### src/rtl/ro_puf_eval_if.sv
// Host-side handshake bundle for the RO-PUF evaluation engine.
// weak_bits exists only when RO_PUF_MARGIN_EN is defined.
`timescale 1ns/1ps
interface ro_puf_eval_if #(
  parameter int unsigned NUM_RO    = 8,
  parameter int unsigned RESP_BITS = 4
);
  localparam int unsigned CHAL_W = $clog2(NUM_RO);

  logic                 start;
  logic [CHAL_W-1:0]    challenge;
  logic                 busy;
  logic [RESP_BITS-1:0] resp;
  logic                 resp_valid;
`ifdef RO_PUF_MARGIN_EN
  logic [RESP_BITS-1:0] weak_bits;

  modport master (output start, challenge, input busy, resp, resp_valid, weak_bits);
  modport slave  (input start, challenge, output busy, resp, resp_valid, weak_bits);
`else
  modport master (output start, challenge, input busy, resp, resp_valid);
  modport slave  (input start, challenge, output busy, resp, resp_valid);
`endif
endinterface

### src/rtl/ro_puf_eval.sv
// Ring-oscillator PUF measurement engine: per response bit, count edges of a challenge-selected
// RO pair over a fixed window and compare. Optional weak-bit flagging under RO_PUF_MARGIN_EN.
`timescale 1ns/1ps
module ro_puf_eval #(
  parameter int unsigned NUM_RO        = 8,
  parameter int unsigned RESP_BITS     = 4,
  parameter int unsigned CNT_W         = 8,
  parameter int unsigned WINDOW_CYCLES = 64,
  parameter int unsigned SETTLE_CYCLES = 4,
  parameter int unsigned MARGIN        = 2
) (
  input  logic              clk,
  input  logic              rst_n,
  input  logic [NUM_RO-1:0] osc_in,
  output logic              osc_en,
  ro_puf_eval_if.slave      bus
);

  localparam int unsigned CHAL_W = $clog2(NUM_RO);
  localparam int unsigned BIT_W  = (RESP_BITS > 1) ? $clog2(RESP_BITS) : 1;
  localparam int unsigned PH_MAX = (WINDOW_CYCLES > SETTLE_CYCLES) ? WINDOW_CYCLES : SETTLE_CYCLES;
  localparam int unsigned PH_W   = $clog2(PH_MAX + 1);
  localparam logic [CNT_W-1:0] CNT_MAX = '1;

  typedef enum logic [2:0] {S_IDLE, S_SETTLE, S_COUNT, S_CMP, S_DONE} state_t;

  state_t            state;
  logic [CHAL_W-1:0] chal_q;
  logic [BIT_W-1:0]  bit_k;
  logic [PH_W-1:0]   ph;
  logic [CNT_W-1:0]  cnt_a, cnt_b;
  logic [NUM_RO-1:0] sync1, sync2, sync3;
  logic [NUM_RO-1:0] rise;
  logic [CHAL_W-1:0] idx_a, idx_b;
  logic              rise_a, rise_b;

  // 2-FF synchroniser plus edge-detect stage on every oscillator input
  always_ff @(posedge clk or posedge rst_n) begin
    if (rst_n) begin
      sync1 <= '0;
      sync2 <= '0;
      sync3 <= '0;
    end else begin
      sync1 <= osc_in;
      sync2 <= sync1;
      sync3 <= sync2;
    end
  end

  assign rise   = sync2 & ~sync3;
  // Pair k = (chal+2k, chal+2k+1), wrapping by truncation to CHAL_W bits
  assign idx_a  = chal_q + CHAL_W'({bit_k, 1'b0});
  assign idx_b  = idx_a + CHAL_W'(1);
  assign rise_a = rise[idx_a];
  assign rise_b = rise[idx_b];

`ifdef RO_PUF_MARGIN_EN
  logic [CNT_W:0] diff;
  logic           weak;
  assign diff = (cnt_a >= cnt_b) ? ({1'b0, cnt_a} - {1'b0, cnt_b})
                                 : ({1'b0, cnt_b} - {1'b0, cnt_a});
  assign weak = (diff < (CNT_W+1)'(MARGIN));
`endif

  always_ff @(posedge clk or posedge rst_n) begin
    if (rst_n) begin
      state          <= S_IDLE;
      chal_q         <= '0;
      bit_k          <= '0;
      ph             <= '0;
      cnt_a          <= '0;
      cnt_b          <= '0;
      osc_en         <= 1'b0;
      bus.busy       <= 1'b0;
      bus.resp       <= '0;
      bus.resp_valid <= 1'b0;
`ifdef RO_PUF_MARGIN_EN
      bus.weak_bits  <= '0;
`endif
    end else begin
      bus.resp_valid <= 1'b0;
      case (state)
        S_IDLE: begin
          if (bus.start) begin
            chal_q   <= bus.challenge;
            bit_k    <= '0;
            ph       <= '0;
            cnt_a    <= '0;
            cnt_b    <= '0;
            osc_en   <= 1'b1;
            bus.busy <= 1'b1;
            bus.resp <= '0;
`ifdef RO_PUF_MARGIN_EN
            bus.weak_bits <= '0;
`endif
            state    <= (SETTLE_CYCLES == 0) ? S_COUNT : S_SETTLE;
          end
        end
        S_SETTLE: begin
          if (ph == PH_W'(SETTLE_CYCLES - 1)) begin
            ph    <= '0;
            state <= S_COUNT;
          end else begin
            ph <= ph + PH_W'(1);
          end
        end
        S_COUNT: begin
          if (rise_a && (cnt_a != CNT_MAX)) cnt_a <= cnt_a + CNT_W'(1);
          if (rise_b && (cnt_b != CNT_MAX)) cnt_b <= cnt_b + CNT_W'(1);
          if (ph == PH_W'(WINDOW_CYCLES - 1)) begin
            ph    <= '0;
            state <= S_CMP;
          end else begin
            ph <= ph + PH_W'(1);
          end
        end
        S_CMP: begin
          bus.resp[bit_k] <= (cnt_a > cnt_b);
`ifdef RO_PUF_MARGIN_EN
          bus.weak_bits[bit_k] <= weak;
`endif
          cnt_a <= '0;
          cnt_b <= '0;
          if (bit_k == BIT_W'(RESP_BITS - 1)) begin
            osc_en         <= 1'b0;
            bus.resp_valid <= 1'b1;
            state          <= S_DONE;
          end else begin
            bit_k <= bit_k + BIT_W'(1);
            state <= (SETTLE_CYCLES == 0) ? S_COUNT : S_SETTLE;
          end
        end
        S_DONE: begin
          bus.busy <= 1'b0;
          state    <= S_IDLE;
        end
        default: state <= S_IDLE;
      endcase
    end
  end

endmodule

### src/flat_wrapper.sv
// flat-port wrapper written by rule: the top's interface ports become plain ports
module ro_puf_eval_flat 
#(
  parameter int unsigned NUM_RO        = 8,
  parameter int unsigned RESP_BITS     = 4,
  parameter int unsigned CNT_W         = 8,
  parameter int unsigned WINDOW_CYCLES = 64,
  parameter int unsigned SETTLE_CYCLES = 4,
  parameter int unsigned MARGIN        = 2
)
  (clk, rst_n, osc_in, osc_en, bus_start, bus_challenge, bus_busy, bus_resp, bus_resp_valid);
  ro_puf_eval_if #(.NUM_RO(NUM_RO), .RESP_BITS(RESP_BITS)) bus_i ();
  input  logic clk;
  input  logic rst_n;
  input  logic [NUM_RO-1:0] osc_in;
  output logic osc_en;
  input wire logic [$bits(bus_i.start)-1:0] bus_start;
  input wire logic [$bits(bus_i.challenge)-1:0] bus_challenge;
  output wire logic [$bits(bus_i.busy)-1:0] bus_busy;
  output wire logic [$bits(bus_i.resp)-1:0] bus_resp;
  output wire logic [$bits(bus_i.resp_valid)-1:0] bus_resp_valid;
  assign bus_i.start = bus_start;
  assign bus_i.challenge = bus_challenge;
  assign bus_busy = bus_i.busy;
  assign bus_resp = bus_i.resp;
  assign bus_resp_valid = bus_i.resp_valid;
  ro_puf_eval #(.NUM_RO(NUM_RO), .RESP_BITS(RESP_BITS), .CNT_W(CNT_W), .WINDOW_CYCLES(WINDOW_CYCLES), .SETTLE_CYCLES(SETTLE_CYCLES), .MARGIN(MARGIN)) u_core (.clk(clk), .rst_n(rst_n), .osc_in(osc_in), .osc_en(osc_en), .bus(bus_i));
endmodule
### config.mk
export PLATFORM = sky130hd
export DESIGN_NAME = ro_puf_eval_flat
export DESIGN_NICKNAME = d
export VERILOG_FILES = /design/src/rtl/ro_puf_eval_if.sv /design/src/rtl/ro_puf_eval.sv /design/src/flat_wrapper.sv
export SDC_FILE = /design/constraint.sdc
export NUM_CORES = 1
export LEC_CHECK = 0
export ABC_AREA = 1
export BUFFER_PORTS_ARGS = -buffer_cell sky130_fd_sc_hd__buf_4
export CORE_UTILIZATION = 30
export CTS_CLUSTER_SIZE = 12
export DETAILED_ROUTE_END_ITERATION = 10
export GPL_TIMING_DRIVEN = 0
export PLACE_DENSITY_LB_ADDON = 0.08
export SETUP_SLACK_MARGIN = 0.15
export SLEW_MARGIN = 25
export SYNTH_ARGS = -nofsm -noshare
export SYNTH_HDL_FRONTEND = slang
export SYNTH_SLANG_ARGS = --single-unit
### constraint.sdc
create_clock -name clk -period 2.4 [get_ports clk]
set_clock_uncertainty 0.15 [all_clocks]
set_input_delay 0.36 -clock clk [delete_from_list [all_inputs] [get_ports clk]]
set_output_delay 0.36 -clock clk [all_outputs]
set_load 0.02 [all_outputs]
# [Word-level counts from Yosys, hierarchy flattened]
# Cells that the tools add are included.
[word_totals] register_bits=62 out_inout_bits=7 wordCells=91 in_bits=14
[op_classes] n_lt_le_gt_ge=5 muxes=32 n_bitwise=2 add_sub_neg=6 reduce_logical=17 eq_ne=16
[op_table] operator="$pmux 8 s3" count=2
[op_table] operator="$mux 8" count=3
[op_table] operator="$mux 7" count=3
[op_table] operator="$pmux 7 s3" count=1
[op_table] operator="$add 8x1->8 const B" count=2
[op_table] operator="$ne 8x8->1 const B" count=2
[op_table] operator="$reduce_and 3->1" count=5
[op_table] operator="$mux 3" count=4
[op_table] operator="$pmux 3 s4" count=1
[op_table] operator="$ne 2x1->1 const B" count=5
[op_table] operator="$and 8x8->8" count=1
[op_table] operator="$gt 8x8->1" count=1
[op_table] operator="$lt 3x4->1 const B" count=2
[op_table] operator="$not 8->8" count=1
[op_table] operator="$pmux 4 s2" count=1
[op_table] operator="$reduce_and 2->1" count=4
[op_table] operator="$add 7x1->7 const B" count=1
[op_table] operator="$eq 7x2->1 const B" count=1
[op_table] operator="$eq 7x6->1 const B" count=1
[op_table] operator="$mux 1" count=7
[op_table] operator="$bmux 1 s3" count=2
[op_table] operator="$eq 3x2->1 const B" count=2
[op_table] operator="$reduce_bool 3->1" count=2
[op_table] operator="$bwmux 4" count=1
[op_table] operator="other kinds (17)" count=23

# [Depth between registers and ports, before layout]
[depth] depth_word=7 mapped_depth=14 ltp_nobuf=14

# [Worst setup path before layout]
# Ideal clock, no wire load.
[synth_path] kind="register to register" start="reg u_core.bit_k[0]" end="reg u_core.cnt_b[0]" synth_period_minus_slack_ps=2038 n_path_buf=0 arrival_ps=1771 path_stages_with_launch=13 setup_ps=117 setup_slack_ps=362 required_time_ps=2133 cell_sequence="dfrtp_1 ha_1 ha_1 inv_1 nand3_1 nand2_1 inv_1 nand2_1 nand3_1 nand2_2 nand2_1 nand2_1 nand2_1"
[synth_between] elab_chain_len=7
[synth_rtl] item="start, declared" line_no="ro_puf_eval.sv:29" rtl="logic [BIT_W-1:0] bit_k;"
[synth_rtl] item="start signal, assigned" line_no="ro_puf_eval.sv:129" rtl="bit_k <= bit_k + BIT_W'(1);"
[synth_rtl] item="$add 3x3->3" line_no="ro_puf_eval.sv:52" rtl="assign idx_a = chal_q + CHAL_W'({bit_k, 1'b0});"
[synth_rtl] item="$add 3x1->3" line_no="ro_puf_eval.sv:53" rtl="assign idx_b = idx_a + CHAL_W'(1);"
[synth_rtl] item="$bmux 1 s3" line_no="ro_puf_eval.sv:55" rtl="assign rise_b = rise[idx_b];"
[synth_rtl] item="$mux 1 (implied by the code)" line_no="ro_puf_eval.sv:55"
[synth_rtl] item="$logic_and 1x1->1" line_no="ro_puf_eval.sv:109" rtl="if (rise_b && (cnt_b != CNT_MAX)) cnt_b <= cnt_b + CNT_W'(1);"
[synth_rtl] item="$ne 2x1->1 (no source line)"
[synth_rtl] item="$reduce_and 3->1 (no source line)"
[synth_rtl] item="end signal, assigned" line_no="ro_puf_eval.sv:109"
[synth_rtl] item="end, declared" line_no="ro_puf_eval.sv:31" rtl="logic [CNT_W-1:0] cnt_a, cnt_b;"
# No other way between the ends. The select of a mux whose other input is x is not followed.
# A chain may end at the register's enable or synchronous reset.

# [Worst setup path after layout]
[layout_path] start="reg u_core.bit_k[0]" end="reg u_core.cnt_b[2]"
# Same word-level chain as after synthesis.

==> flow_metrics.tcl <==
set metrics [dict create \
    status "completed" \
    slew_violations 0 \
    drive_above_1_share_pct 13.13 \
    critPathMaxFanout 7 \
    synth_simple_gate_area_share_pct 27.40 \
    ff2ff_path_depth 11 \
    synth_xor_xnor_area_share_pct 0.8561 \
    htree_levels 3 \
    cp_data_required_time_ps 2480 \
    area_growth_pct 22.50 \
    vias_per_cell 4.310 \
    io_pins 21 \
    die_y_um 103.1 \
    synth_largest_area_cell "dfrtp_1" \
    setup_viol 0 \
    syn_area_per_cell_um2 8.318 \
    synth_area_leaders "dfrtp_1 (51%), nand2_1 (12%), nand3_1 (7.3%), ha_1 (6.9%), inv_1 (5.5%)" \
    place_congestion 0.7546 \
    fin_nets 445 \
    dp_cells 523 \
    synth_cell_type_count 27 \
    wl_per_cell_um 11.57 \
    port_buffers 20 \
    die_x_um 103.1 \
    wirelength_mm 6.388 \
    cts.sinks 62 \
    final_antenna_net_count 0 \
    rows 36 \
    drt_iter0_markers 114 \
    critPathCapture "u_core.cnt_b[2]$_DFFE_PP0P_" \
    clock_latency_ps 340 \
    r2r_end "u_core.cnt_b[2]$_DFFE_PP0P_" \
    grt_pass1_vias 2378 \
    fp.coreArea_um2 9864 \
    grt_start_max_net_pins 48 \
    track_usage_pct 14.41 \
    antenna_cells 0 \
    end_kind "register" \
    leakage_nw 1.875 \
    syn_inst 369 \
    maxCapViolCount 0 \
    period_share_pct 87.07 \
    min_path_type "in -> reg" \
    fillers 1017 \
    synth_mux_area_share_pct 0.3669 \
    clockBufferDepth 2 \
    fin_crit_ps 2090 \
    yosys_warnings 0 \
    fp.dieArea_um2 10640 \
    p_per_area_nw_per_um2 608.5 \
    grt_pass1_wl_mm 11.45 \
    cts_made_buffers 9 \
    synth_compound_area_share_pct 6.808 \
    whs_ps 112.8 \
    slew_headroom_pct 67.50 \
    cts_tree "built" \
    overflow 0 \
    final_util_pct 38.12 \
    synth_seq_cells 62 \
    reg2reg_from "u_core.bit_k[0]$_DFFE_PP0P_" \
    seq_area_frac_synth_pct 50.55 \
    synth_fa_ha_area_share_pct 6.930 \
    power_w 0.002288 \
    rsz0062_at_grt "false" \
    worst_slew_pin_slew_ps 487.5 \
    hold_viol 0 \
    vias 2379 \
    syn-cell-area_um2 3069 \
    syn_nets 400 \
    layout_commonest_cell "nand2_1" \
    clockRootBuffer "clkbuf_8" \
    ir_drop_v 0.0002309 \
    hpwl_mm 4.537 \
    critPathKind "reg -> reg" \
    min_delay_path_depth 2 \
    fin_cells 552 \
    clk_pin_slew_ps 70 \
    synth_top_area_share_pct 50.55 \
    drt-pass1-iter-count 4 \
    fmax_mhz 478.5 \
    ff2ff_setup_slack_ps 310 \
    critPathArrivalTime_ps 2170 \
    floorplan.initialDensity_pct 31.11 \
    drc 0 \
    worst_setup_path_start_kind "register" \
    critPathLaunch "u_core.bit_k[0]$_DFFE_PP0P_" \
    most-common-layout-cells "nand2_1 (95), dfrtp_1 (61), nand3_1 (45)" \
    synth_top_family_by_area "simple AND/OR/NAND/NOR gates" \
    antenna_found_initial 0 \
]
[synthesized netlist by cell type]
cell,count
nand2_1,96
dfrtp_1,62
inv_1,45
nand3_1,45
nor2_1,32
o21ai_0,18
ha_1,17
a21oi_1,14
nor3_1,11
nand4_1,5
nor3b_1,3
buf_4,2
buf_6,2
inv_2,2
nand2_2,2
xor2_1,2
a22o_1,1
clkbuf_1,1
mux2_2,1
nand3b_1,1
nor4_1,1
o211ai_1,1
o21a_1,1
o21ai_2,1
o2bb2ai_1,1
o31ai_1,1
xnor2_1,1
[cell families (layout without fill, tap and decap cells)]
| family | count (synthesis) | count (layout) |
|---|---|---|
| AOI/OAI and AO/OA | 38 | 38 |
| xor gates and xnor gates | 3 | 3 |
| adders and majority gates | 17 | 17 |
| buffers and inverters | 52 | 102 |
| DFF | 62 | 62 |
| muxes | 1 | 1 |
| and+or+nand+nor | 196 | 196 |
[critical path: stages, from the launching register on]
cell     delay, ps
dfrtp_2        450
ha_4           270
ha_1           310
inv_1           90
nand3_1         80
nand2_1         80
nand3_1         70
nand3_1        120
nand2_4        100
buf_4          150
nand3_1         50
nand2_1         60
[flip-flops by register name (all words and copies together), names as in the netlist, 3 cells and up]
signal           cells
u_core.bus.resp      4
u_core.chal_q        3
u_core.cnt_a         8
u_core.cnt_b         8
u_core.ph            7
u_core.state         3
u_core.sync1         8
u_core.sync2         8
u_core.sync3         8
[power breakdown]
| part | total, W | leakage [nW] | switching (W) | internal [W] |
|---|---|---|---|---|
| clock | 0.000930 | 0.0996 | 0.000448 | 0.000483 |
| combinational | 0.000235 | 1.03 | 0.000133 | 0.000102 |
| sequential | 0.00112 | 0.746 | 0.0000355 | 0.00109 |
| total | 0.00229 | 1.87 | 0.000616 | 0.00167 |
[worst min path at each step]
stage	startpoint	end	slack (ps)
global route	bus_challenge[1]	u_core.chal_q[1]$_DFFE_PP0P_	120
detailed placement	rst_n	u_core.cnt_a[6]$_DFFE_PP0P_	170
global placement	u_core.sync1[6]$_DFF_PP0_	u_core.sync2[6]$_DFF_PP0_	180
finish	bus_challenge[1]	u_core.chal_q[1]$_DFFE_PP0P_	110
floorplan	u_core.sync1[0]$_DFF_PP0_	u_core.sync2[0]$_DFF_PP0_	180
CTS	bus_challenge[2]	u_core.chal_q[2]$_DFFE_PP0P_	100
[per-layer routing]
metal / track usage [%] / vias up / part of all wire (%)
met3: 3.390 / 9 / 3.0
met1: 20.32 / 1046 / 53
met5: 0 / - / 0
met2: 21.18 / 32 / 42
met4: 5.959 / 0 / 1.5
li1: - / 1292 / -
[final cells by class]
| type | instances | area [um^2] | area share, % |
|---|---|---|---|
| flip-flops and latches | 62 | 1553 | 41.30 |
| well taps | 133 | 166.4 | 4.426 |
| plain buffers | 5 | 41.29 | 1.098 |
| multi-input cells | 255 | 1325 | 35.24 |
| repair buffers | 34 | 297.8 | 7.920 |
| clock buffers | 9 | 123.9 | 3.295 |
| clock inverters | 7 | 73.82 | 1.963 |
| inverters | 47 | 178.9 | 4.759 |
[per-stage QoR]
stage                     setup slack (ps)  instance area (um^2)  setup TNS, ps
final                                310.3                  3760              0
after CTS                            176.9                  3716              0
after floorplan                      348.6                  3069              0
after global routing                 171.2                  3760              0
after detailed placement             15.11                  3416              0
after global placement              -591.8                  3386         -36510
[what timing repair did]
| action | CTS | global route |
|---|---|---|
| resized for setup | 3 | 3 |
| hold buffers | 9 | 0 |
| pin swaps | 0 | 1 |
| endpoints found under the setup margin | 8 | 20 |
| hold endpoints to repair | 23 | 0 |
| buffers inserted | 0 | 4 |
Power figures use the tool's default switching activity.
